File: src/rtl/cacheline_arbiter.sv
// cacheline_arbiter: round-robin sharing of one physical-memory port between I-cache and D-cache
module cacheline_arbiter #(
  parameter int LINE_WIDTH = 256,
  parameter int ADDR_WIDTH = 32
) (
  input  logic                  clk,
  input  logic                  rst,
  input  logic                  i_pmem_read,
  input  logic [ADDR_WIDTH-1:0] i_pmem_address,
  output logic [LINE_WIDTH-1:0] i_pmem_rdata,
  output logic                  i_pmem_resp,
  input  logic                  d_pmem_read,
  input  logic                  d_pmem_write,
  input  logic [ADDR_WIDTH-1:0] d_pmem_address,
  input  logic [LINE_WIDTH-1:0] d_pmem_wdata,
  output logic [LINE_WIDTH-1:0] d_pmem_rdata,
  output logic                  d_pmem_resp,
  output logic                  mem_read,
  output logic                  mem_write,
  output logic [ADDR_WIDTH-1:0] mem_address,
  output logic [LINE_WIDTH-1:0] mem_wdata,
  input  logic [LINE_WIDTH-1:0] mem_rdata,
  input  logic                  mem_resp
);
  typedef enum logic [1:0] {IDLE, SERVE_I, SERVE_D} state_t;
  state_t state, state_n;
  logic last_d, write_q, i_req, d_req, grant, grant_d, busy;
  logic [ADDR_WIDTH-1:0] addr_q;
  logic [LINE_WIDTH-1:0] wdata_q;
  assign i_req   = i_pmem_read;
  assign d_req   = d_pmem_read | d_pmem_write;
  assign grant   = (state == IDLE) && (i_req || d_req);
  assign grant_d = d_req && (!i_req || !last_d);
  assign busy    = state != IDLE;
  always_comb begin
    state_n = state;
    if (state == IDLE)
      state_n = !(i_req || d_req) ? IDLE : grant_d ? SERVE_D : SERVE_I;
    else if (mem_resp)
      state_n = IDLE;
  end
  always_ff @(posedge clk or posedge rst) begin
    if (rst) begin
      state   <= IDLE;
      last_d  <= 1'b1;
      addr_q  <= '0;
      wdata_q <= '0;
      write_q <= 1'b0;
    end else begin
      state <= state_n;
      if (grant) begin
        last_d  <= grant_d;
        addr_q  <= grant_d ? d_pmem_address : i_pmem_address;
        write_q <= grant_d && d_pmem_write;
        if (grant_d) wdata_q <= d_pmem_wdata;
      end
    end
  end
  assign mem_read     = busy && !write_q;
  assign mem_write    = busy && write_q;
  assign mem_address  = busy ? addr_q : '0;
  assign mem_wdata    = busy ? wdata_q : '0;
  assign i_pmem_resp  = (state == SERVE_I) && mem_resp;
  assign d_pmem_resp  = (state == SERVE_D) && mem_resp;
  assign i_pmem_rdata = (state == SERVE_I) ? mem_rdata : '0;
  assign d_pmem_rdata = (state == SERVE_D) ? mem_rdata : '0;
endmodule

File: config.mk
export PLATFORM = sky130hd
export DESIGN_NAME = cacheline_arbiter
export DESIGN_NICKNAME = d
export VERILOG_FILES = /design/src/rtl/cacheline_arbiter.sv
export SDC_FILE = /design/constraint.sdc
export NUM_CORES = 1
export LEC_CHECK = 0
export ABC_CLOCK_PERIOD_IN_PS = 8100
export BUFFER_PORTS_ARGS = -buffer_cell sky130_fd_sc_hd__buf_4
export CAP_MARGIN = 40
export CELL_PAD_IN_SITES_DETAIL_PLACEMENT = 0
export CELL_PAD_IN_SITES_GLOBAL_PLACEMENT = 1
export CORE_AREA = 2 2 543 545
export CTS_CLUSTER_SIZE = 40
export DETAILED_ROUTE_END_ITERATION = 8
export DIE_AREA = 0 0 545 547
export GPL_TIMING_DRIVEN = 0
export PLACE_DENSITY = 0.3
export SLEW_MARGIN = 10
export SYNTH_ARGS = -nofsm -noshare
export SYNTH_HDL_FRONTEND = slang
export SYNTH_SLANG_ARGS = --single-unit
File: constraint.sdc
create_clock -name clk -period 8.1 [get_ports clk]
set_clock_uncertainty 0.05 [all_clocks]
set_input_delay 0.405 -clock clk [delete_from_list [all_inputs] [get_ports clk]]
set_output_delay 0.405 -clock clk [all_outputs]
set_load 0.01 [all_outputs]
# After elaboration in Yosys (flattened, before gate mapping)
# Cells that the tools add are included.
[totals] input_bits=582 ff_bits=292 out_inout_bits=804 wordCells=33
[classes] n_mux=9 eq_ne=2 bitwise=1 reduce_logical=16
[op_table] operator="two-way mux 256 bit" count=3
[op_table] operator="two-way mux 32 bit" count=2
[op_table] operator="two-way mux 2 bit" count=4
[op_table] operator="logical AND 1 bit" count=7
[op_table] operator="nonzero test 2 bit" count=2
[op_table] operator="logical NOT 1 bit" count=3
[op_table] operator="== test 2 x 1 -> 1 bit (second input constant)" count=1
[op_table] operator="== test 2 bit (second input constant)" count=1
[op_table] operator="logical NOT 2 bit" count=1
[op_table] operator="logical OR 1 bit" count=2
[op_table] operator="AND reduction 2 bit" count=1
[op_table] operator="OR 1 bit" count=1

# Logic depth before layout (Yosys ltp)
[logic_depth] ltp_word=6 depth_mapped=5 ltp_nobuf=3

# Worst setup path before layout
# No wires, ideal clock.
[synth_timing] kind="register to output" startpoint="register state[1]" endpoint="output d_pmem_rdata[100]" path_stages_with_launch=5 n_path_buf=2 setup_slack_ns=6.330 arrival_time_ns=1.315 required_time_ns=7.645 cell_sequence="dfrtp_1 > nor2b_1 > clkbuf_1 > clkbuf_1 > and2_1"
[synth_via] elab_chain_len=2
[synth_lines] element="from (decl)" line_no="26" text="state_t state, state_n;"
[synth_lines] element="from (signal assigned)" line_no="50" text="state <= state_n;"
[synth_lines] element="== test 2 bit" line_no="66" text="assign d_pmem_rdata = (state == SERVE_D) ? mem_rdata : '0;"
[synth_lines] element="two-way mux 256 bit" line_no="66"
[synth_lines] element="to (decl)" line_no="16" text="output logic [LINE_WIDTH-1:0] d_pmem_rdata,"
# No other way between the ends.

# Worst setup path in the final report
[layout_timing] startpoint="register state[0]" endpoint="output i_pmem_rdata[98]"
[layout_via] elab_chain_len=2
[layout_lines] element="== test 2 x 1 -> 1 bit" line_no="65" text="assign i_pmem_rdata = (state == SERVE_I) ? mem_rdata : '0;"
[layout_lines] element="two-way mux 256 bit" line_no="65"
[layout_lines] element="to (decl)" line_no="10" text="output logic [LINE_WIDTH-1:0] i_pmem_rdata,"
# No other way between the ends.

==> reports/qor.csv <==
stage,metric,value,unit
floorplanning,initial core utilization,5.67,%
synthesis,Mapped Area,0.0166,mm²
global_routing,vias in the first global route,20575,
synthesis,syn_area_per_cell,10.7,µm²
detailed_routing,residual DRC count,0,
worst_setup_path,worst-path fanout max,10,
detailed_routing,Vias per Instance,2.58,
final_layout,share of layout cells above drive strength 1,55.7,%
clocking,root buffer cell,clkbuf_16,
clocking,total CTS buffers,45,
detailed_routing,Via Count,18708,
synthesis,Yosys reg bits,292,
final_layout,most frequent cells in the layout,"buf_4 (1,407), and2_1 (514), mux2_2 (320)",
floorplanning,die width,545,µm
placed_design,post-DP HPWL,173000,µm
global_routing,largest net degree at the start of global routing,31,
worst_setup_path,Setup Crit Path Kind,reg2out,
clocking,H-tree depth,2,
synthesis,syn_nets,2134,
clocking,CTS tree,built,
worst_setup_path,Worst Path Buf+Inv,4,
clocking,worst skew pair latency,600,ps
detailed_routing,number of DRC markers in iteration 0,635,
worst_setup_path,crit path capture type,primary output,
status,status,finished clean,
placed_design,routability cong.,0.844,
floorplanning,Core Region,0.293,mm²
clocking,clock sinks,292,
placed_design,Post-DP Area,0.0323,mm²
synthesis,"Seq/Total Area, Yosys",44.0,%
final_layout,"commonest non-fill, non-tap cell in the layout",buf_4,
power,peak supply drop,152,µV
final_layout,Area Growth Syn to Fin,119,%
synthesis,"Distinct cells, synth",16,
timing,max-slew violations,0,
worst_setup_path,"Max stage delay cell, worst path",clkbuf_1,
clocking,CTS Buffer Depth,3,
floorplanning,die height,547,µm
timing,Slew headroom,41.6,%
detailed_routing,final WL,190000,µm
timing,setup tns final,0,ps
final_layout,fill count,33787,
timing,Final Hold Fails,0,
detailed_routing,wire per inst,26.2,µm
flow_run,max cap viols,0,
worst_setup_path,cell mode on critical path,clkbuf_1,
floorplanning,row count,199,
floorplanning,die area,0.298,mm²
worst_setup_path,CP Cell Sequence,"nor2b_2, buf_8, clkbuf_1, clkbuf_1, and2_1, buf_4",
timing,Final setup viols,0,
clocking,"Clk pin slew, worst setup/hold paths",50,ps
worst_setup_path,Top delay family on crit path,buffers and inverters,
detailed_routing,Routed Antenna Nets,0,
timing,Achievable Freq,263,MHz
global_routing,total grt overflow,0,
min_path,Min-Delay Path Class,in2reg,
global_routing,first-pass GRT wire length,235000,µm
worst_setup_path,crit-path max cell delay,720,ps
clocking,Post-CTS Setup Inserts,0,
power,pwr/cell area,371,mW/mm²
placed_design,I/O Buffers,1385,
timing,worst-margin pin slew,876,ps
timing,RSZ-0062 raised after global routing,false,
clocking,post-cts sizing count,0,
worst_setup_path,kind of start point of the critical path,flop,
synthesis,Cells after Synth,1552,
floorplanning,IO Pins,1386,
global_routing,gr usage total,12.2,%
final_layout,Layout Nets,3845,
synthesis,Yosys warning total,0,
worst_setup_path,CP required,7650,ps
worst_setup_path,WP data arrival,3350,ps
final_layout,fin area,0.0363,mm²
timing,Final Cycle Share,46.9,%
detailed_routing,drt pass-1 iters,4,
power,Leak Pwr,16.0,nW
clocking,CTS Hold Bufs,257,
global_routing,initial antenna violation count,87,
timing,Final min period,3800,ps
-- power by group --
group	leakage (nW)	internal, mW	total [mW]	switching [mW]
Clock	0.675	1.10	1.94	0.840
Combinational	11.9	4.02	8.90	4.88
Sequential	3.42	2.23	2.64	0.417
Total	16.0	7.34	13.5	6.14
-- Yosys cell counts --
library cell / number / share of area (%)
a21o_1: 2 / 0.090
a22o_1: 2 / 0.11
and2_1: 514 / 19
buf_2: 13 / 0.39
buf_4: 22 / 1.0
clkbuf_1: 88 / 2.0
dfrtp_1: 291 / 44
dfstp_2: 1 / 0.16
inv_1: 2 / 0.045
mux2_2: 320 / 22
nor2_1: 2 / 0.045
nor2b_1: 291 / 11
nor3_2: 1 / 0.060
o2bb2ai_2: 1 / 0.090
o31a_1: 1 / 0.053
o31ai_1: 1 / 0.045
-- final timing paths --
check,startpoint,end,slack (ps),depth (start not counted)
setup / recovery,state[0],i_pmem_rdata[98],4300,6
hold / removal,d_pmem_wdata[242],wdata_q[242],50,2
setup reg to reg,last_d,wdata_q[167],5770,6
hold reg to reg,addr_q[26],addr_q[26],450,1
max in group asynchronous,rst,last_d,6270,8
min in group asynchronous,rst,wdata_q[217],260,3
-- area by class of cell --
cell class,instances,area (µm²),share of cell area (%)
inverter,2,11.3,0.0310
clock buffer,70,1300,3.58
tap,3919,4900,13.5
buffer,123,566,1.56
multi-input combinational,1135,8730,24.0
antenna,31,77.6,0.213
sequential,292,7310,20.1
clock inverter,10,86.3,0.238
timing repair buffer,1664,13400,36.8
-- kinds of logic (layout without fill, tap and decap cells) --
| logic type | count (synthesis) | count (layout) | synth area share (%) |
|---|---|---|---|
| other | 0 | 31 | 0 |
| buffers and inverters | 125 | 1869 | 3.42 |
| multiplexers | 320 | 320 | 21.7 |
| flip-flops | 292 | 292 | 44.0 |
| AND/OR/NAND/NOR | 808 | 808 | 30.4 |
| AO/OA/AOI/OAI | 7 | 7 | 0.384 |
-- stage by stage --
| step | hold slack [ps] | total power, mW | setup WS, ps | instances | utilization, % |
|---|---|---|---|---|---|
| 3_3_place_gp | 431 | 11.8 | 121 | 6856 | 10.9 |
| 4_1_cts | 23.7 | 14.0 | 4090 | 7215 | 12.4 |
| 5_1_grt | 39.3 | 14.5 | 4050 | 7225 | 12.4 |
| 2_1_floorplan | 423 | 6.26 | 3770 | 1552 | - |
| 3_5_place_dp | 353 | 11.8 | 4810 | 6878 | 11.0 |
| 6_report | 51.7 | 13.5 | 4300 | 7246 | 12.4 |
-- state kept, by name (all words and copies together), names as in the netlist --
name and count:
wdata_q 256, addr_q 32, state 2, last_d 1, write_q 1
-- worst reg2reg max path: cells and delay by family (launching register included) --
| kind | cells | cell delay, ps |
|---|---|---|
| buffers and inverters | 3 | 860 |
| flip-flops | 1 | 370 |
| multiplexers | 1 | 370 |
| AND/OR/NAND/NOR | 1 | 330 |
| AO/OA/AOI/OAI | 1 | 220 |
-- routing by layer --
layer / up-vias / share of wire [%] / track usage [%]
met5: - / 0.019 / 0
met1: 9114 / 37 / 13.2
met3: 195 / 8.6 / 3.89
li1: 8426 / - / -
met2: 967 / 52 / 22.8
met4: 6 / 2.4 / 2.53
Power figures use the tool's default switching activity.
